File: src/rtl/muldiv_pkg.sv
// Shared encodings and constants for the iterative multiply/divide unit.
package muldiv_pkg;

    localparam int unsigned ITER_DEF   = 32;
    localparam logic        OP_MULT    = 1'b0;
    localparam logic        OP_DIV     = 1'b1;
    localparam logic [31:0] DIVZERO_LO = 32'hFFFF_FFFF;

    typedef enum logic [2:0] {
        IDLE,
        LOAD,
        RUN,
        FIX,
        DONE
    } state_t;

endpackage

File: src/rtl/muldiv_if.sv
// Request/result bundle between main control (master) and muldiv_ctrl (slave).
interface muldiv_if;

    logic        start;
    logic        op;
    logic [31:0] rs_val;
    logic [31:0] rt_val;
    logic        busy;
    logic        done;
    logic        div_zero;
    logic [31:0] HI;
    logic [31:0] LO;

    modport master (
        output start, op, rs_val, rt_val,
        input  busy, done, div_zero, HI, LO
    );

    modport slave (
        input  start, op, rs_val, rt_val,
        output busy, done, div_zero, HI, LO
    );

endinterface

File: src/rtl/muldiv_core.sv
// Unsigned datapath: shift-add multiply and restoring divide, one step per cycle.
module muldiv_core
    import muldiv_pkg::*;
(
    input  logic        clk,
    input  logic        reset,
    input  logic        load,
    input  logic        step,
    input  logic        op,
    input  logic [31:0] acc_init,
    input  logic [31:0] opnd_init,
    output logic [31:0] hi,
    output logic [31:0] lo
);

    logic [63:0] acc;
    logic [31:0] opnd;
    logic [32:0] a33;
    logic [32:0] b33;
    logic [32:0] sum;

    // Divide subtracts from the shifted partial remainder; multiply adds to the upper half.
    always_comb begin
        a33 = (op == OP_DIV) ? acc[63:31] : {1'b0, acc[63:32]};
        b33 = (op == OP_DIV) ? ~{1'b0, opnd} : {1'b0, opnd};
        sum = a33 + b33 + {32'b0, op};
    end

    always_ff @(posedge clk) begin
        if (reset) begin
            acc  <= '0;
            opnd <= '0;
        end else if (load) begin
            acc  <= {32'b0, acc_init};
            opnd <= opnd_init;
        end else if (step) begin
            if (op == OP_DIV) begin
                if (!sum[32]) acc <= {sum[31:0], acc[30:0], 1'b1};
                else          acc <= {acc[62:0], 1'b0};
            end else begin
                if (acc[0]) acc <= {sum, acc[31:1]};
                else        acc <= {1'b0, acc[63:1]};
            end
        end
    end

    assign hi = acc[63:32];
    assign lo = acc[31:0];

endmodule

File: src/rtl/muldiv_ctrl.sv
// Sequencer for MULT/DIV: operand capture, sign handling, div-by-zero bypass, HI/LO.
module muldiv_ctrl
    import muldiv_pkg::*;
#(
    parameter int unsigned ITER = ITER_DEF
)(
    input  logic      clk,
    input  logic      reset,
    muldiv_if.slave   bus
);

    localparam int unsigned CW = $clog2(ITER + 1);

    state_t       state;
    logic [CW-1:0] cnt;
    logic         op_q;
    logic [31:0]  rs_q;
    logic [31:0]  rt_q;
    logic         neg_rs;
    logic         neg_rt;

    logic [31:0]  mag_rs;
    logic [31:0]  mag_rt;
    logic [31:0]  core_hi;
    logic [31:0]  core_lo;
    logic         core_load;
    logic         core_step;
    logic [63:0]  prod_fix;
    logic [31:0]  quot_fix;
    logic [31:0]  rem_fix;

    always_comb begin
        mag_rs    = rs_q[31] ? -rs_q : rs_q;
        mag_rt    = rt_q[31] ? -rt_q : rt_q;
        core_load = (state == LOAD);
        core_step = (state == RUN);
        prod_fix  = (neg_rs ^ neg_rt) ? -{core_hi, core_lo} : {core_hi, core_lo};
        quot_fix  = (neg_rs ^ neg_rt) ? -core_lo : core_lo;
        rem_fix   = neg_rs ? -core_hi : core_hi;
    end

    muldiv_core u_core (
        .clk       (clk),
        .reset     (reset),
        .load      (core_load),
        .step      (core_step),
        .op        (op_q),
        .acc_init  ((op_q == OP_DIV) ? mag_rs : mag_rt),
        .opnd_init ((op_q == OP_DIV) ? mag_rt : mag_rs),
        .hi        (core_hi),
        .lo        (core_lo)
    );

    always_ff @(posedge clk) begin
        if (reset) begin
            state        <= IDLE;
            cnt          <= '0;
            op_q         <= OP_MULT;
            rs_q         <= '0;
            rt_q         <= '0;
            neg_rs       <= 1'b0;
            neg_rt       <= 1'b0;
            bus.busy     <= 1'b0;
            bus.done     <= 1'b0;
            bus.div_zero <= 1'b0;
            bus.HI       <= '0;
            bus.LO       <= '0;
        end else begin
            bus.done     <= 1'b0;
            bus.div_zero <= 1'b0;
            case (state)
                IDLE, DONE: begin
                    if (bus.start) begin
                        op_q     <= bus.op;
                        rs_q     <= bus.rs_val;
                        rt_q     <= bus.rt_val;
                        bus.busy <= 1'b1;
                        state    <= LOAD;
                    end else begin
                        bus.busy <= 1'b0;
                        state    <= IDLE;
                    end
                end
                LOAD: begin
                    neg_rs <= rs_q[31];
                    neg_rt <= rt_q[31];
                    if (op_q == OP_DIV && rt_q == '0) begin
                        bus.HI       <= rs_q;
                        bus.LO       <= DIVZERO_LO;
                        bus.div_zero <= 1'b1;
                        bus.done     <= 1'b1;
                        bus.busy     <= 1'b0;
                        state        <= DONE;
                    end else begin
                        cnt   <= '0;
                        state <= RUN;
                    end
                end
                RUN: begin
                    cnt <= cnt + 1'b1;
                    if (cnt == CW'(ITER - 1)) state <= FIX;
                end
                FIX: begin
                    if (op_q == OP_DIV) begin
                        bus.HI <= rem_fix;
                        bus.LO <= quot_fix;
                    end else begin
                        bus.HI <= prod_fix[63:32];
                        bus.LO <= prod_fix[31:0];
                    end
                    bus.done <= 1'b1;
                    bus.busy <= 1'b0;
                    state    <= DONE;
                end
                default: begin
                    bus.busy <= 1'b0;
                    state    <= IDLE;
                end
            endcase
        end
    end

endmodule

File: src/flat_wrapper.sv
// flat-port wrapper written by rule: the top's interface ports become plain ports
module muldiv_ctrl_flat import muldiv_pkg::*;
#(
    parameter int unsigned ITER = ITER_DEF
)
  (clk, reset, bus_start, bus_op, bus_rs_val, bus_rt_val, bus_busy, bus_done, bus_div_zero, bus_HI, bus_LO);
  muldiv_if bus_i ();
  input  logic clk;
  input  logic reset;
  input wire logic [$bits(bus_i.start)-1:0] bus_start;
  input wire logic [$bits(bus_i.op)-1:0] bus_op;
  input wire logic [$bits(bus_i.rs_val)-1:0] bus_rs_val;
  input wire logic [$bits(bus_i.rt_val)-1:0] bus_rt_val;
  output wire logic [$bits(bus_i.busy)-1:0] bus_busy;
  output wire logic [$bits(bus_i.done)-1:0] bus_done;
  output wire logic [$bits(bus_i.div_zero)-1:0] bus_div_zero;
  output wire logic [$bits(bus_i.HI)-1:0] bus_HI;
  output wire logic [$bits(bus_i.LO)-1:0] bus_LO;
  assign bus_i.start = bus_start;
  assign bus_i.op = bus_op;
  assign bus_i.rs_val = bus_rs_val;
  assign bus_i.rt_val = bus_rt_val;
  assign bus_busy = bus_i.busy;
  assign bus_done = bus_i.done;
  assign bus_div_zero = bus_i.div_zero;
  assign bus_HI = bus_i.HI;
  assign bus_LO = bus_i.LO;
  muldiv_ctrl #(.ITER(ITER)) u_core (.clk(clk), .reset(reset), .bus(bus_i));
endmodule
File: config.mk
export PLATFORM = sky130hd
export DESIGN_NAME = muldiv_ctrl_flat
export DESIGN_NICKNAME = d
export VERILOG_FILES = /design/src/rtl/muldiv_pkg.sv /design/src/rtl/muldiv_if.sv /design/src/rtl/muldiv_core.sv /design/src/rtl/muldiv_ctrl.sv /design/src/flat_wrapper.sv
export SDC_FILE = /design/constraint.sdc
export NUM_CORES = 1
export LEC_CHECK = 0
export ABC_AREA = 1
export BUFFER_PORTS_ARGS = -buffer_cell sky130_fd_sc_hd__buf_4
export CELL_PAD_IN_SITES_DETAIL_PLACEMENT = 2
export CELL_PAD_IN_SITES_GLOBAL_PLACEMENT = 2
export CORE_MARGIN = 5
export CORE_UTILIZATION = 36
export CTS_CLUSTER_SIZE = 10
export DETAILED_ROUTE_END_ITERATION = 10
export PLACE_DENSITY = 0.94
export SYNTH_ARGS = -nofsm -noshare
export SYNTH_HDL_FRONTEND = slang
export SYNTH_SLANG_ARGS = --single-unit
File: constraint.sdc
create_clock -name clk -period 10 [get_ports clk]
set_clock_uncertainty 0.05 [all_clocks]
set_input_delay 2 -clock clk [delete_from_list [all_inputs] [get_ports clk]]
set_output_delay 2 -clock clk [all_outputs]
set_load 0.01 [all_outputs]
==> metrics.csv, run 1 <==
metric,value,unit
DR vias/cell,6.02,
area post-placement,19200,um^2
Max Clock Freq,0.202,GHz
"Async S/R FF share, synth",0,
Total GRT Usage,0.354,
core area,49100,um^2
Layout area overhead,13.3,%
IO Port Bufs,134,
outcome,completed,
GR Overflow Total,0,
number of hold buffers added after CTS,0,
synth top area cells,"dfxtp_1, nand2_1, o21ai_0",
Worst setup SP type,flip-flop,
Syn. warnings,0,
Hold Crit Class,flip-flop to flip-flop,
Max Cap Viol,0,
Slew HR,0.237,
sequential fraction of the synthesis area,0.268,
ant diodes,0,
clk sinks,239,
DRC,0,
Synth top area share,0.268,
power density over cell area,210,nW/um^2
Seq cells post-synth,239,
setup bufs post-CTS,0,
Mapped Avg Cell Area,6.11,um^2
Required @ worst endpoint,10460,ps
initial antenna violation count,4,
Leak,0.00912,uW
Nets,3057,
Cells after Synth,2922,
drt first pass iters,5,
Yosys cell types,60,
# fillers,6155,
CTS root buffer,clkbuf_16,
TNS Setup,0,ps
endpoints failing hold,0,
Worst Tran Pin Value,1140,ps
multi-input logic area,11400,um^2
CP Cell Sequence,buf_4 -> buf_12 -> o21ai_0 -> ha_1 -> inv_1 -> o21bai_1 -> a21boi_0 -> nand2_1 -> a21oi_4 -> nand3_2 -> nand2_4 -> nand2_1 -> nand2_1 -> nor2_1 -> nor2_1 -> nor2_1,
# resized after CTS,0,
Worst Path Max Fanout,173,
Crit-path slowest cell,dfxtp_4,
DR iter-0 viols,1891,
Synth Cell Area,17900,um^2
crit path DAT,5410,ps
final worst path period share,0.495,
htree depth,1,
final WL,99200,um
IO Pins,135,
CP Capture Type,flip-flop,
Synth area leader,dfxtp_1,
DIE HEIGHT,233,um
commonest cells in the netlist,"nand2_1, o21ai_0, nor2_1, a21oi_1, inv_1",
number of core rows,81,
die area,54200,um^2
Num CTS Buffers,31,
Min Hold Slack,401,ps
DR WL/cell,27.3,um
FF+latch area,4790,um^2
Synth Flop Type,dfxtp_1,
via count,21900,
RSZ-0062 raised after global routing,false,
Finish-stage setup viols,0,
Finished Cell Area,20200,um^2
Crit Path Category,flip-flop to flip-flop,
Post-synth EDFFs,0,
Synth Net Count,3027,
initial core utilization,0.364,
minimum clock period,4950,ps
CTS clock-pin slew for the worst setup and hold paths,60,ps
"Largest stage delay, worst path",800,ps
max-slew violation count,0,
layout cells sized above 1,0.105,
top-count cell post-synth,nand2_1,
largest net degree at the start of global routing,174,
Final GP Congestion,0.996,
CTS tree,done,
first-pass GRT wire length,147000,um
Clock Tree Buf Depth,3,
hpwl dp,75500,um
die width,233,um
Clock Latency Late Sink,630,ps
vias in the first global route,23100,
Final ANT Viol Nets,0,
worst vdd ir,152,uV
[final timing paths]
path,to,from,cells past startpoint,slack [ps]
min reg2reg,u_core.bus.HI[17]$_SDFFE_PP0P_,u_core.bus.HI[17]$_SDFFE_PP0P_,2,400
max reg2reg,u_core.u_core.acc[60]$_SDFFE_PP0P_,u_core.op_q$_SDFFE_PP0P_,16,5050
max,u_core.u_core.acc[60]$_SDFFE_PP0P_,u_core.op_q$_SDFFE_PP0P_,16,5050
min,u_core.bus.HI[17]$_SDFFE_PP0P_,u_core.bus.HI[17]$_SDFFE_PP0P_,2,400
[cell families after synthesis]
| group | share of synthesized area |
|---|---|
| flops | 0.268 |
| compound gates | 0.239 |
| xor+xnor | 0.0520 |
| fa+ha+maj | 0.0263 |
| simple gates | 0.319 |
| buf+inv | 0.0951 |
[cell type report]
class	count	area share
repair buffers	157	0.0589
flip-flops and latches	239	0.237
clock buffers	47	0.0463
multi-input cells	2254	0.564
clock inverters	5	0.00334
well taps	664	0.0411
inverters	269	0.0500
[flip-flops by register name (all words and copies together), names as in the netlist]
| register | flops |
|---|---|
| u_core.cnt | 6 |
| u_core.bus.HI | 32 |
| u_core.rs_q | 32 |
| u_core.bus.div_zero | 1 |
| u_core.neg_rt | 1 |
| u_core.bus.LO | 32 |
| u_core.bus.busy | 1 |
| u_core.op_q | 1 |
| u_core.bus.done | 1 |
| u_core.neg_rs | 1 |
| u_core.u_core.acc | 64 |
| u_core.u_core.opnd | 32 |
| u_core.state | 3 |
| u_core.rt_q | 32 |
[layer usage]
metal	vias up	GRT usage	routed length [um]
met5	-	0	34
met4	6	0.178	5970
met3	271	0.0749	7770
met2	903	0.571	44800
met1	10900	0.446	40600
li1	9755	-	-
[report_power, final]
group / leakage, uW / internal [uW] / switching, uW
combinational: 0.00667 / 491 / 1390
clock: 0.000493 / 663 / 488
sequential: 0.00195 / 1050 / 167
total: 0.00912 / 2210 / 2040
[critical path: cells and delay by family (launching register included)]
| family | cells | cell delay [ps] |
|---|---|---|
| AO/OA/AOI/OAI | 4 | 840 |
| AND/OR/NAND/NOR | 8 | 1220 |
| buffers and inverters | 3 | 1220 |
| flip-flops | 1 | 800 |
| adder cells (fa/ha/maj) | 1 | 410 |
[layout by cell type, fill, tap and decap left out, types with 3 or more instances in the layout]
master and instances:
a211oi_1 3, a21oi_1 283, a21oi_2 15, a31oi_1 30, buf_4 156, clkbuf_1 6
clkbuf_16 31, clkbuf_8 10, clkinv_2 4, dfxtp_1 238, ha_1 36, inv_1 247
inv_2 19, nand2_1 703, nand2_2 18, nand2_4 5, nand3_1 190, nand3_2 12
nand3b_1 14, nand4_1 31, nor2_1 304, nor2_2 5, nor3_1 27, nor3_2 7
nor4_1 4, o211ai_1 58, o211ai_2 9, o21ai_0 315, o21ai_1 28, o21bai_1 4
o221ai_1 5, o22ai_1 7, or2_2 8, xnor2_1 9, xor2_1 97
[per-stage QoR]
step / cells / util / total power (uW) / setup slack [ps]
after global routing: 3635 / 0.412 / 4430 / 4830
final: 3635 / 0.412 / 4250 / 5050
after detailed placement: 3583 / 0.392 / 3020 / 5150
after floorplan: 2922 / - / 2330 / 6670
after global placement: 3583 / 0.392 / 2930 / 5410
after CTS: 3635 / 0.412 / 4190 / 5150
Note: power is estimated with default switching activity, not from simulation.
==> inputs of run 2 (changes only) <==
CORE_UTILIZATION = 30   (was 36)
PLACE_DENSITY = 0.85   (was 0.94)
clock period = 4.4 ns   (was 10 ns; I/O delays follow)
==> run 2 against run 1 <==
Register-to-register slack lost 4400 ps; cell count increased by 3.4%; clock power rose by 120%; cell area rose by 1.0%; critical endpoint is now u_core.u_core.acc[35]$_SDFFE_PP0P_; non-clock buffer count is 18 higher.
==> metrics.csv, run 2 (same netlist as run 1, synthesis figures left out) <==
metric,value,unit,change
Sequential Power Share,0.290,,+0.003
Final GP Congestion,0.962,,-3.4%
GR Overflow Total,0,,unchanged
DR iter-0 viols,1521,,-20%
worst vdd ir,320,uV,+110%
Final ANT Viol Nets,0,,unchanged
Worst Tran Pin Value,921,ps,-224 ps
initial antenna violation count,2,,-2
cell internal pwr,4950,uW,+120%
Net Sw Frac,0.472,,-0.00855
area post-placement,19500,um^2,+1.4%
drt first pass iters,7,,+2
CP Capture Type,flip-flop,,
final WL,95300,um,-4.0%
number of core rows,89,,+9.9%
via count,21200,,-3.1%
Clock Tree Buf Depth,3,,unchanged
switching power total,4430,uW,+120%
number of hold buffers added after CTS,0,,unchanged
Top reg by flops,u_core.u_core.acc,,
Layout area overhead,14.4,%,
max layer used,met4,,
CTS root buffer,clkbuf_16,,
RSZ-0062 raised after global routing,false,,
htree depth,1,,unchanged
Worst setup SP type,flip-flop,,
DR WL/cell,25.4,um,-7.1%
Max Cap Viol,0,,unchanged
ant diodes,0,,unchanged
layout cells sized above 1,0.109,,+0.00424
setup bufs post-CTS,0,,unchanged
IO Pins,135,,unchanged
endpoints failing hold,0,,unchanged
initial core utilization,0.303,,-0.0615
final worst path period share,0.844,,+0.349
hpwl dp,74900,um,-0.72%
Num CTS Buffers,31,,unchanged
Required @ worst endpoint,4850,ps,-5610 ps
DR vias/cell,5.64,,-6.2%
IO Port Bufs,134,,unchanged
crit path from,u_core.op_q$_SDFFE_PP0P_,,
Max Clock Freq,0.269,GHz,+33%
DIE HEIGHT,254,um,+9.1%
die area,64500,um^2,+19%
max-slew violation count,0,,unchanged
met3 WL,6970,um,-10%
Total GRT Usage,0.283,,-0.0708
CTS tree,done,,
largest net degree at the start of global routing,124,,-29%
die width,254,um,+9.1%
Worst Path Max Fanout,58,,-66%
CTS clock-pin slew for the worst setup and hold paths,60,ps,about the same
RR Startpoint,u_core.op_q$_SDFFE_PP0P_,,
Slew HR,0.386,,+0.150
"most common cell after layout, fill and taps aside",nand2_1,,
Finish-stage setup viols,0,,unchanged
clk sinks,239,,unchanged
minimum clock period,3710,ps,-1240 ps
Crit Path Category,flip-flop to flip-flop,,
Logic pwr share,0.444,,+0.002
Clock Latency Late Sink,620,ps,about the same
most frequent cells in the layout,"nand2_1, o21ai_0, nor2_1",,
first-pass GRT wire length,140000,um,-4.6%
Clk pwr share,0.266,,-0.005
met1 WL,40600,um,-0.23%
HP Start,u_core.bus.HI[0]$_SDFFE_PP0P_,,
Tot Pwr,9390,uW,+120%
crit path DAT,4160,ps,-1250 ps
Leak,0.00916,uW,+0.53%
met2 WL,43000,um,-4.1%
Hold Crit Class,flip-flop to flip-flop,,
max reg flops,64,,unchanged
core area,59000,um^2,+20%
power density over cell area,459,nW/um^2,+120%
TNS Setup,0,ps,unchanged
Nets,3075,,+0.59%
Finished Cell Area,20400,um^2,+1.0%
outcome,completed,,
reg2reg setup slack,690,ps,-4360 ps
DRC,0,,unchanged
vias in the first global route,22300,,-3.4%
# resized after CTS,0,,unchanged
[run 2: layout make-up]
type / count / area (um^2)
Tap cell: 773 / 967
Fill cell: 7328 / 38600
Multi-Input combinational cell: 2254 / 11400
Timing Repair Buffer: 175 / 1330
Inverter: 269 / 1010
Clock inverter: 9 / 118
Sequential cell: 239 / 4790
Clock buffer: 38 / 822
[run 2: worst max-delay path, stage by stage, from the launching register on]
cell and delay (ps):
dfxtp_4 380, buf_4 520, o21ai_0 340, ha_1 450
nand2_1 160, nor2_1 220, a21oi_1 120, nand2_2 140
nand2_4 90, nand2_4 90, nand2_1 80, nand2_2 470
nand2_1 170, o211ai_1 160, a21oi_1 100
[run 2: worst paths after layout]
| check | depth (start not counted) | endpoint |
|---|---|---|
| worst min register to register | 2 | u_core.bus.HI[0]$_SDFFE_PP0P_ |
| worst max register to register | 14 | u_core.u_core.acc[35]$_SDFFE_PP0P_ |
| worst max-delay path | 14 | u_core.u_core.acc[35]$_SDFFE_PP0P_ |
| worst min-delay path | 2 | u_core.bus.HI[0]$_SDFFE_PP0P_ |
[run 2: stage by stage]
stage	std cells	setup slack [ps]	hold slack [ps]	util
finish	3757	686	404	0.346
global route	3757	473	428	0.346
CTS	3757	756	409	0.346
detailed placement	3710	815	399	0.330
global placement	3710	858	392	0.330
floorplan	2922	1230	393	-
[run 2: routing by layer]
layer | up-vias | GRT usage
li1 | 9779 | -
met1 | 10600 | 0.364
met2 | 656 | 0.458
met3 | 194 | 0.0646
met4 | 0 | 0.118
met5 | - | 0
[run 2: power by group through the flow]
stage / registers, uW / logic (uW) / clock network (uW)
2_1_floorplan: 2600 / 2690 / 0
3_3_place_gp: 2730 / 3870 / 0
5_1_grt: 2740 / 4520 / 2620
3_5_place_dp: 2740 / 4050 / 0
6_report: 2720 / 4170 / 2500
4_1_cts: 2700 / 4100 / 2540
==> inputs of run 3 (changes only) <==
CORE_UTILIZATION = 33   (was 30)
PLACE_DENSITY = 0.88   (was 0.85)
clock period = 3.45 ns   (was 4.4 ns; I/O delays follow)
==> run 3 against run 2 <==
Worst setup slack lost 540 ps; non-clock buffer count grew 100; sequential cell count is the same; combinational power grew 36%; utilization grew 4.9 points; sequential share of layout area shrank 0.86 points; global-route usage grew 3.7 points; clock power grew 28%; critical endpoint is now u_core.u_core.acc[58]$_SDFFE_PP0P_; largest cell class unchanged.
==> metrics.csv, run 3 (same netlist as run 1, synthesis figures left out) <==
metric,value,unit,change
Clock Latency Late Sink,630,ps,about the same
Crit-path slowest cell,o21ai_0,,
reg2reg setup slack,140,ps,-540 ps
DR WL/cell,26.2,um,+3.1%
Nets,3175,,+3.3%
die width,243,um,-4.5%
vias in the first global route,23300,,+4.6%
Required @ worst endpoint,3910,ps,-940 ps
"crit path setup slack, layout",145,ps,-541 ps
CP Cell Sequence,buf_12 -> o21ai_0 -> ha_1 -> a21oi_1 -> o21ai_0 -> buf_4 -> a21oi_1 -> nand2_1 -> nand2_1 -> nand2_1 -> nand2_1 -> nand3_1 -> nand2_1 -> nand2_1 -> nor2_1 -> nor2_1,,
Slew HR,0.393,,+0.00629
FF+latch area,4790,um^2,unchanged
DIE HEIGHT,243,um,-4.5%
die area,58900,um^2,-8.7%
Max Cap Viol,0,,unchanged
max-slew violation count,0,,unchanged
minimum clock period,3310,ps,-409 ps
power density over cell area,581,nW/um^2,+26%
worst r2r path cells,16,,+2
cell internal pwr,6500,uW,+31%
Final GP Congestion,0.981,,+2.0%
Tot Pwr,12300,uW,+31%
via count,22000,,+3.9%
worst hold path depth,3,,+1
most frequent cells in the layout,"nand2_1, o21ai_0, nor2_1",,
hpwl dp,78300,um,+4.4%
Layout area overhead,18.8,%,
Worst Path Max Fanout,45,,-22%
# resized after CTS,0,,unchanged
Sequential Power Share,0.280,,-0.010
Net Sw Frac,0.473,,about the same
CTS tree,done,,
Crit Reg-Reg Endpoint,u_core.u_core.acc[58]$_SDFFE_PP0P_,,
drt first pass iters,5,,-2
endpoints failing hold,0,,unchanged
worst vdd ir,436,uV,+36%
Num CTS Buffers,31,,unchanged
final worst path period share,0.958,,+0.114
"Largest stage delay, worst path",430,ps,-90 ps
CP bufs+invs,2,,+1
Final ANT Viol Nets,0,,unchanged
clk sinks,239,,unchanged
Leak,0.00971,uW,+5.9%
initial antenna violation count,4,,+2
Top delay family on crit path,simple AND/OR/NAND/NOR gates,,
HP Start,bus_rt_val[22],,
setup bufs post-CTS,0,,unchanged
CP Capture Type,flip-flop,,
Clock Tree Buf Depth,3,,unchanged
DR vias/cell,5.82,,+3.1%
Finish-stage setup viols,0,,unchanged
RR Startpoint,u_core.op_q$_SDFFE_PP0P_,,
first-pass GRT wire length,148000,um,+5.3%
Finished Cell Area,21200,um^2,+3.8%
cell mode on critical path,nand2_1,,
number of core rows,85,,-4.5%
crit path DAT,3760,ps,-400 ps
Hold Path End,u_core.rt_q[22]$_SDFFE_PP0P_,,
RSZ-0062 raised after global routing,true,,
switching power total,5830,uW,+31%
Worst Tran Pin Value,911,ps,-9.43 ps
DR iter-0 viols,1618,,+6.4%
outcome,completed,,
Max Clock Freq,0.303,GHz,+12%
# fillers,6646,,-9.3%
Total GRT Usage,0.320,,+0.0373
Worst setup SP type,flip-flop,,
initial core utilization,0.333,,+0.0299
number of hold buffers added after CTS,0,,unchanged
Top reg by flops,u_core.u_core.acc,,
final core occ,0.395,,+0.0488
crit path from,u_core.op_q$_SDFFE_PP0P_,,
area post-placement,20200,um^2,+3.8%
Crit Path Category,flip-flop to flip-flop,,
"most common cell after layout, fill and taps aside",nand2_1,,
layout cells sized above 1,0.139,,+0.0297
core area,53700,um^2,-9.0%
Hold Crit Class,input port to flip-flop,,
IO Port Bufs,134,,unchanged
Min Hold Slack,276,ps,-128 ps
multi-input logic area,11400,um^2,+0.15%
Logic pwr share,0.460,,+0.016
pre-CTS setup slack,98.1,ps,-717 ps
Clk pwr share,0.260,,-0.006
final WL,99000,um,+3.9%
CTS clock-pin slew for the worst setup and hold paths,60,ps,about the same
DRC,0,,unchanged
htree depth,1,,unchanged
IO Pins,135,,unchanged
GR Overflow Total,0,,unchanged
largest net degree at the start of global routing,128,,+3.2%
CTS root buffer,clkbuf_16,,
max reg flops,64,,unchanged
[run 3: cell count changes in the layout (fill, tap and decap cells not counted), sizes merged]
cell and delta:
clkinv +1, diode +1, inv +1, clkinvlp -3, bufinv -1, clkbuf +6
buf +100
[run 3: power groups by stage]
| stage | clock, uW | combinational, uW | sequential, uW |
|---|---|---|---|
| final | 3200 | 5670 | 3450 |
| after global routing | 3340 | 6100 | 3460 |
| after CTS | 3250 | 5540 | 3420 |
| after detailed placement | 0 | 5460 | 3480 |
| after global placement | 0 | 5220 | 3450 |
| after floorplan | 0 | 3430 | 3320 |
[run 3: worst reg2reg max path, stage by stage (launching register included)]
cell and delay, ps:
dfxtp_4 380, buf_12 180, o21ai_0 470, ha_1 370
a21oi_1 260, o21ai_0 130, buf_4 170, a21oi_1 150
nand2_1 200, nand2_1 180, nand2_1 70, nand2_1 140
nand3_1 100, nand2_1 90, nand2_1 60, nor2_1 150
nor2_1 50
[run 3: worst max path at each step]
stage,cells after the start,endpoint
after floorplan,20,u_core.u_core.acc[36]$_SDFFE_PP0P_
after global placement,15,u_core.u_core.acc[50]$_SDFFE_PP0P_
after detailed placement,17,u_core.u_core.acc[50]$_SDFFE_PP0P_
after CTS,16,u_core.u_core.acc[50]$_SDFFE_PP0P_
after global routing,16,u_core.u_core.acc[46]$_SDFFE_PP0P_
final,16,u_core.u_core.acc[58]$_SDFFE_PP0P_
[run 3: layer usage]
metal | up-vias | track usage | wire length, um
met4 | 0 | 0.158 | 6010
li1 | 10000 | - | -
met5 | - | 0 | 0
met2 | 782 | 0.523 | 44800
met1 | 11000 | 0.415 | 42000
met3 | 242 | 0.0463 | 6240
[run 3: metrics by stage]
step / TNS, ps / cells
2_1_floorplan: 0 / 2922
3_3_place_gp: 0 / 3733
3_5_place_dp: 0 / 3733
4_1_cts: 0 / 3784
5_1_grt: -19.1 / 3784
6_report: 0 / 3785
[run 3: cell type report]
cell class	instances	area share
clock buffer	44	0.0412
sequential	239	0.226
inverter	269	0.0477
tap	696	0.0411
clock inverter	7	0.00372
timing repair buffer	275	0.102
antenna	1	0.000118
multi-input combinational	2254	0.538
